### src/rtl/parking_gate_ctrl.sv
// Single-gate parking entry controller: password check, retry limit with timed lockout,
// occupancy tracking and barrier control. Optional macro PARK_PW_PROG_EN adds a writable password.
module parking_gate_ctrl #(
  parameter int                  PW_WIDTH    = 4,
  parameter logic [PW_WIDTH-1:0] PASSWORD    = 4'b1011,
  parameter int                  CAPACITY    = 8,
  parameter int                  MAX_TRIES   = 3,
  parameter int                  GATE_CYCLES = 16,
  parameter int                  LOCK_CYCLES = 64
) (
  input  logic                          clk,
  input  logic                          reset,
  input  logic                          front_sensor,
  input  logic                          back_sensor,
  input  logic                          exit_sensor,
  input  logic                          pw_valid,
  input  logic [PW_WIDTH-1:0]           pw_in,
`ifdef PARK_PW_PROG_EN
  input  logic                          pw_prog_we,
  input  logic [PW_WIDTH-1:0]           pw_prog_data,
`endif
  output logic                          gate_open,
  output logic                          green_led,
  output logic                          red_led,
  output logic                          wrong_pw,
  output logic                          locked,
  output logic                          full,
  output logic [$clog2(CAPACITY+1)-1:0] occupancy
);

  localparam int OCC_W   = $clog2(CAPACITY + 1);
  localparam int TRY_W   = $clog2(MAX_TRIES + 1);
  localparam int TMR_MAX = (GATE_CYCLES > LOCK_CYCLES) ? GATE_CYCLES : LOCK_CYCLES;
  localparam int TMR_W   = $clog2(TMR_MAX + 1);

  typedef enum logic [2:0] {
    IDLE,
    WAIT_PW,
    GRANT,
    PASSING,
    LOCKOUT
  } state_t;

  state_t             state, next_state;
  logic [TRY_W-1:0]   tries, tries_next;
  logic [TMR_W-1:0]   timer, timer_next;
  logic [OCC_W-1:0]   occ_next;
  logic [PW_WIDTH-1:0] active_pw;
  logic               car_in, car_out;
  logic               gate_d, green_d, red_d, wrong_d, locked_d;

`ifdef PARK_PW_PROG_EN
  logic [PW_WIDTH-1:0] pw_reg;

  // Programming only while idle, so a password in flight is never compared against a moving target.
  always_ff @(posedge clk or posedge reset) begin
    if (reset)                            pw_reg <= PASSWORD;
    else if (pw_prog_we && state == IDLE) pw_reg <= pw_prog_data;
  end

  assign active_pw = pw_reg;
`else
  assign active_pw = PASSWORD;
`endif

  assign full = (occupancy == OCC_W'(CAPACITY));

  // NOTE: every signal written here gets a default first, so no path can infer a latch.
  always_comb begin
    next_state = state;
    tries_next = tries;
    timer_next = '0;
    wrong_d    = 1'b0;
    red_d      = 1'b0;
    car_in     = 1'b0;

    unique case (state)
      IDLE: begin
        if (front_sensor) begin
          if (!full) next_state = WAIT_PW;
          else       red_d      = 1'b1;
        end
      end

      WAIT_PW: begin
        if (pw_valid) begin
          if (pw_in == active_pw) begin
            next_state = GRANT;
            tries_next = '0;
          end else begin
            wrong_d    = 1'b1;
            red_d      = 1'b1;
            tries_next = tries + 1'b1;
            if (tries == TRY_W'(MAX_TRIES - 1)) next_state = LOCKOUT;
          end
        end else if (!front_sensor) begin
          next_state = IDLE;
        end
      end

      GRANT: begin
        if (back_sensor)                             next_state = PASSING;
        else if (timer == TMR_W'(GATE_CYCLES - 1))   next_state = IDLE;
        else                                         timer_next = timer + 1'b1;
      end

      PASSING: begin
        // Entry required back_sensor high, so a low sample here is the falling edge.
        if (!back_sensor) begin
          next_state = IDLE;
          car_in     = 1'b1;
        end else begin
          timer_next = timer;
        end
      end

      LOCKOUT: begin
        if (timer == TMR_W'(LOCK_CYCLES - 1)) begin
          next_state = IDLE;
          tries_next = '0;
        end else begin
          timer_next = timer + 1'b1;
        end
      end

      default: next_state = IDLE;
    endcase

    gate_d   = (next_state == GRANT) || (next_state == PASSING);
    green_d  = (next_state == GRANT);
    locked_d = (next_state == LOCKOUT);
    red_d    = red_d || locked_d;
  end

  // A departure at zero is dropped before it can cancel a simultaneous arrival.
  assign car_out = exit_sensor && (occupancy != '0);

  always_comb begin
    occ_next = occupancy;
    if (car_in && !car_out)      occ_next = occupancy + 1'b1;
    else if (!car_in && car_out) occ_next = occupancy - 1'b1;
  end

  // NOTE: sequential state uses non-blocking assignments so every register samples pre-edge values.
  always_ff @(posedge clk or posedge reset) begin
    if (reset) begin
      state     <= IDLE;
      tries     <= '0;
      timer     <= '0;
      occupancy <= '0;
      gate_open <= 1'b0;
      green_led <= 1'b0;
      red_led   <= 1'b0;
      wrong_pw  <= 1'b0;
      locked    <= 1'b0;
    end else begin
      state     <= next_state;
      tries     <= tries_next;
      timer     <= timer_next;
      occupancy <= occ_next;
      gate_open <= gate_d;
      green_led <= green_d;
      red_led   <= red_d;
      wrong_pw  <= wrong_d;
      locked    <= locked_d;
    end
  end

endmodule

### config.mk
export PLATFORM = sky130hd
export DESIGN_NAME = parking_gate_ctrl
export DESIGN_NICKNAME = d
export VERILOG_FILES = /design/src/rtl/parking_gate_ctrl.sv
export SDC_FILE = /design/constraint.sdc
export NUM_CORES = 1
export LEC_CHECK = 0
export ABC_AREA = 1
export BUFFER_PORTS_ARGS = -buffer_cell sky130_fd_sc_hd__buf_2
export CORE_MARGIN = 10
export CORE_UTILIZATION = 29
export DETAILED_ROUTE_END_ITERATION = 8
export PLACE_DENSITY = 0.5
export SYNTH_ARGS = -nofsm -noshare
export SYNTH_HDL_FRONTEND = slang
export SYNTH_SLANG_ARGS = --single-unit
### constraint.sdc
create_clock -name clk -period 4.9 [get_ports clk]
set_input_delay 0.245 -clock clk [delete_from_list [all_inputs] [get_ports clk]]
set_output_delay 0.245 -clock clk [all_outputs]
set_load 0.05 [all_outputs]
==> metrics.csv <==
stage,metric,value,unit
sta,maxSlewViolCount,0,
setup_path,crit_slowest_cell,dfrtp_1,
setup_path,critPathMostFrequentCell,nand2_1,
power,vdd_drop_max,0.0001778,V
synthesis,ys_ff_latch,21,
outcome,status,"complete, no violations",
sta,skew,0.6514,ps
clocking,cts_resized,0,
synthesis,synth_cell_types,24,
setup_path,arrival,2170,ps
cells_and_area,diodes,0,
power,p_per_area,540.0,nW/um2
setup_path,r2r_end,occupancy[3]$_DFFE_PP0P_,
synthesis,synth-adder-area-share,6.528,%
synthesis,synth_top_area_share,41.54,%
placement,gp_congestion,0.8132,
cells_and_area,final_util,35.66,%
clocking,cts_tree,built,
setup_path,cp-start-kind,flop,
clocking,cts-root-buf,clkbuf_8,
route,first_pass_iters,4,
clocking,numClockSinks,21,
placement,port-buffer-count,19,
sta,rsz0062_at_grt,false,
route,drt_wl_total,2628,um
setup_path,crit_fanout,5,
flow_run,drv_cap,0,
clocking,cts_buffer_depth,2,
global_route,grtUsageTotal,7.698,%
synthesis,async_flop_share,100.0,%
sta,hold_violations,0,
synthesis,syn_nets,186,
synthesis,synth_area_per_cell,7.441,um2
floorplan,dieArea,7404,um2
route,postRouteAntennaNets,0,
placement,dp.final_hpwl,2121,um
synthesis,synth_simple_gate_area_share,38.28,%
setup_path,reg2reg_depth,11,
route,wire_per_inst,10.81,um
synthesis,yosys-top-cells-count,"59 x nand2_1, 22 x inv_1, 21 x dfrtp_1",
setup_path,cp_cell_sequence,"inv_1, nor4_1, ha_1, inv_1, ha_1, a21oi_1, nand2_1, nand2_1, nand2_1, nand2_1, nand2_1",
floorplan,pin_count,20,
cells_and_area,fin_nets,210,
clocking,clk_latency,260,ps
route,drc_errors,0,
route,post_drt_via_cell_ratio,4.440,
floorplan,rows,23,
cells_and_area,drive_above_1_share,18.65,%
setup_path,rrSetupSlack,2880,ps
setup_path,cp-end-kind,flop,
synthesis,yosys-top-cells-area,"dfrtp_1 42%, nand2_1 18%, inv_1 6.5%",
clocking,numCtsBuffers,3,
route,drt_iter0_markers,76,
synthesis,synth_edf_count,0,
placement,place_inst,239,
synthesis,ys.flop_type,dfrtp_1,
floorplan,core_area,4115,um2
floorplan,start_util,30.74,%
global_route,grt_max_degree,22,
setup_path,worstPathRequired,5060,ps
setup_path,slowest_delay,420,ps
sta,max-slew-margin-rel,44.90,%
synthesis,synthMuxAreaShare,0,%
synthesis,synth_area,1265,um2
cells_and_area,syn2layout_area_growth,16.02,%
synthesis,synth_xor_area_share,2.077,%
global_route,antenna_found_initial,0,
cells_and_area,fillers,442,
clocking,clk_pin_slew_worst_paths,70,ps
cells_and_area,final_cells,243,
clocking,htree_levels,1,
sta,min_period_over_period,41.15,%
power,p_total,0.7926,mW
floorplan,die_y,86.05,um
setup_path,r2r_start,state[0]$_DFF_PP0_,
sta,fin_tns_setup,0,ps
synthesis,yosysMostFrequentCell,nand2_1,
setup_path,worstSetupPathType,reg -> reg,
synthesis,syn_inst,170,
synthesis,yosysTopAreaCell,dfrtp_1,
sta,max_freq,495.9,MHz
synthesis,synth-seq-area-share,41.54,%
synthesis,synth_top_family_by_area,simple AND/OR/NAND/NOR gates,
sta,tightest_slew,825.5,ps
global_route,overflow,0,
global_route,grt_pass1_vias,1054,
min_path,min_path_type,in -> async,
synthesis,synth_compound_area_share,4.154,%
floorplan,die_width,86.05,um
sta,setup_viol_count_final,0,
power,leakage,0.8495,nW
clocking,cts_setup_buffers,0,
route,dr_total_vias,1079,
synthesis,yosys_warnings,0,
clocking,cts_hold_buf,0,
global_route,grt_pass1_wl,4685,um
sta,period_needed,2016,ps
sequential cells by signal, indices dropped and copies added (netlist names), 2 cells and up:
signal     count
occupancy      4
state          3
timer          7
tries          2
per-stage QoR:
stage	cell area, um2	setup WS [ps]	hold WS (ps)
after floorplan	1265	2819	221.5
after global placement	1423	2937	460.7
after detailed placement	1423	2888	459.0
after CTS	1468	2868	166.8
after global routing	1468	2657	214.6
final	1468	2884	139.5
cells in the final DEF, fill, tap and decap left out, types with 3 or more instances in the layout:
cell type / instances
xnor2_1: 3
nand3_1: 15
clkbuf_8: 3
o21ai_0: 4
inv_2: 3
ha_1: 5
nand2_1: 59
buf_2: 19
inv_1: 22
nand2_2: 3
dfrtp_1: 21
a21oi_1: 3
nor2_1: 17
critical path: cells and delay by family (launching register included):
family | cells | cell delay [ps]
buffers and inverters | 2 | 210
DFF | 1 | 420
adders and majority gates | 2 | 550
AOI/OAI and AO/OA | 1 | 170
and+or+nand+nor | 6 | 560
area by class of cell:
class	count	area [um2]	area share (%)
Clock buffer	4	45.04	3.069
Inverter	25	93.84	6.394
Timing Repair Buffer	19	95.09	6.479
Sequential cell	21	525.5	35.81
Multi-Input combinational cell	124	645.6	43.99
Tap cell	50	62.56	4.263
where the power goes:
part | leakage [nW] | internal [mW] | total (mW) | switching (mW)
combinational | 0.550 | 0.122 | 0.406 | 0.284
sequential | 0.277 | 0.225 | 0.274 | 0.0490
clock | 0.0228 | 0.0579 | 0.113 | 0.0549
total | 0.850 | 0.405 | 0.793 | 0.388
logic make-up after synthesis:
kind of cell,count (synthesis)
AOI/OAI and AO/OA,10
xor gates and xnor gates,3
adders and majority gates,6
buffers and inverters,25
DFF,21
and+or+nand+nor,105
worst max-delay path by stage:
stage | from | end | slack (ps) | cells after the start
floorplan | occupancy[1]$_DFFE_PP0P_ | occupancy[3]$_DFFE_PP0P_ | 2820 | 12
global placement | occupancy[0]$_DFFE_PP0P_ | occupancy[3]$_DFFE_PP0P_ | 2940 | 12
detailed placement | state[0]$_DFF_PP0_ | occupancy[3]$_DFFE_PP0P_ | 2890 | 11
CTS | state[0]$_DFF_PP0_ | occupancy[3]$_DFFE_PP0P_ | 2870 | 11
global route | state[0]$_DFF_PP0_ | occupancy[3]$_DFFE_PP0P_ | 2660 | 11
finish | state[0]$_DFF_PP0_ | occupancy[3]$_DFFE_PP0P_ | 2880 | 11
per-layer routing:
layer  track usage (%)  wire length (um)
met5                 0                 0
met2             11.49              1157
met4             4.341                63
met3             2.081               151
met1             9.709              1256
Power figures use the tool's default switching activity.
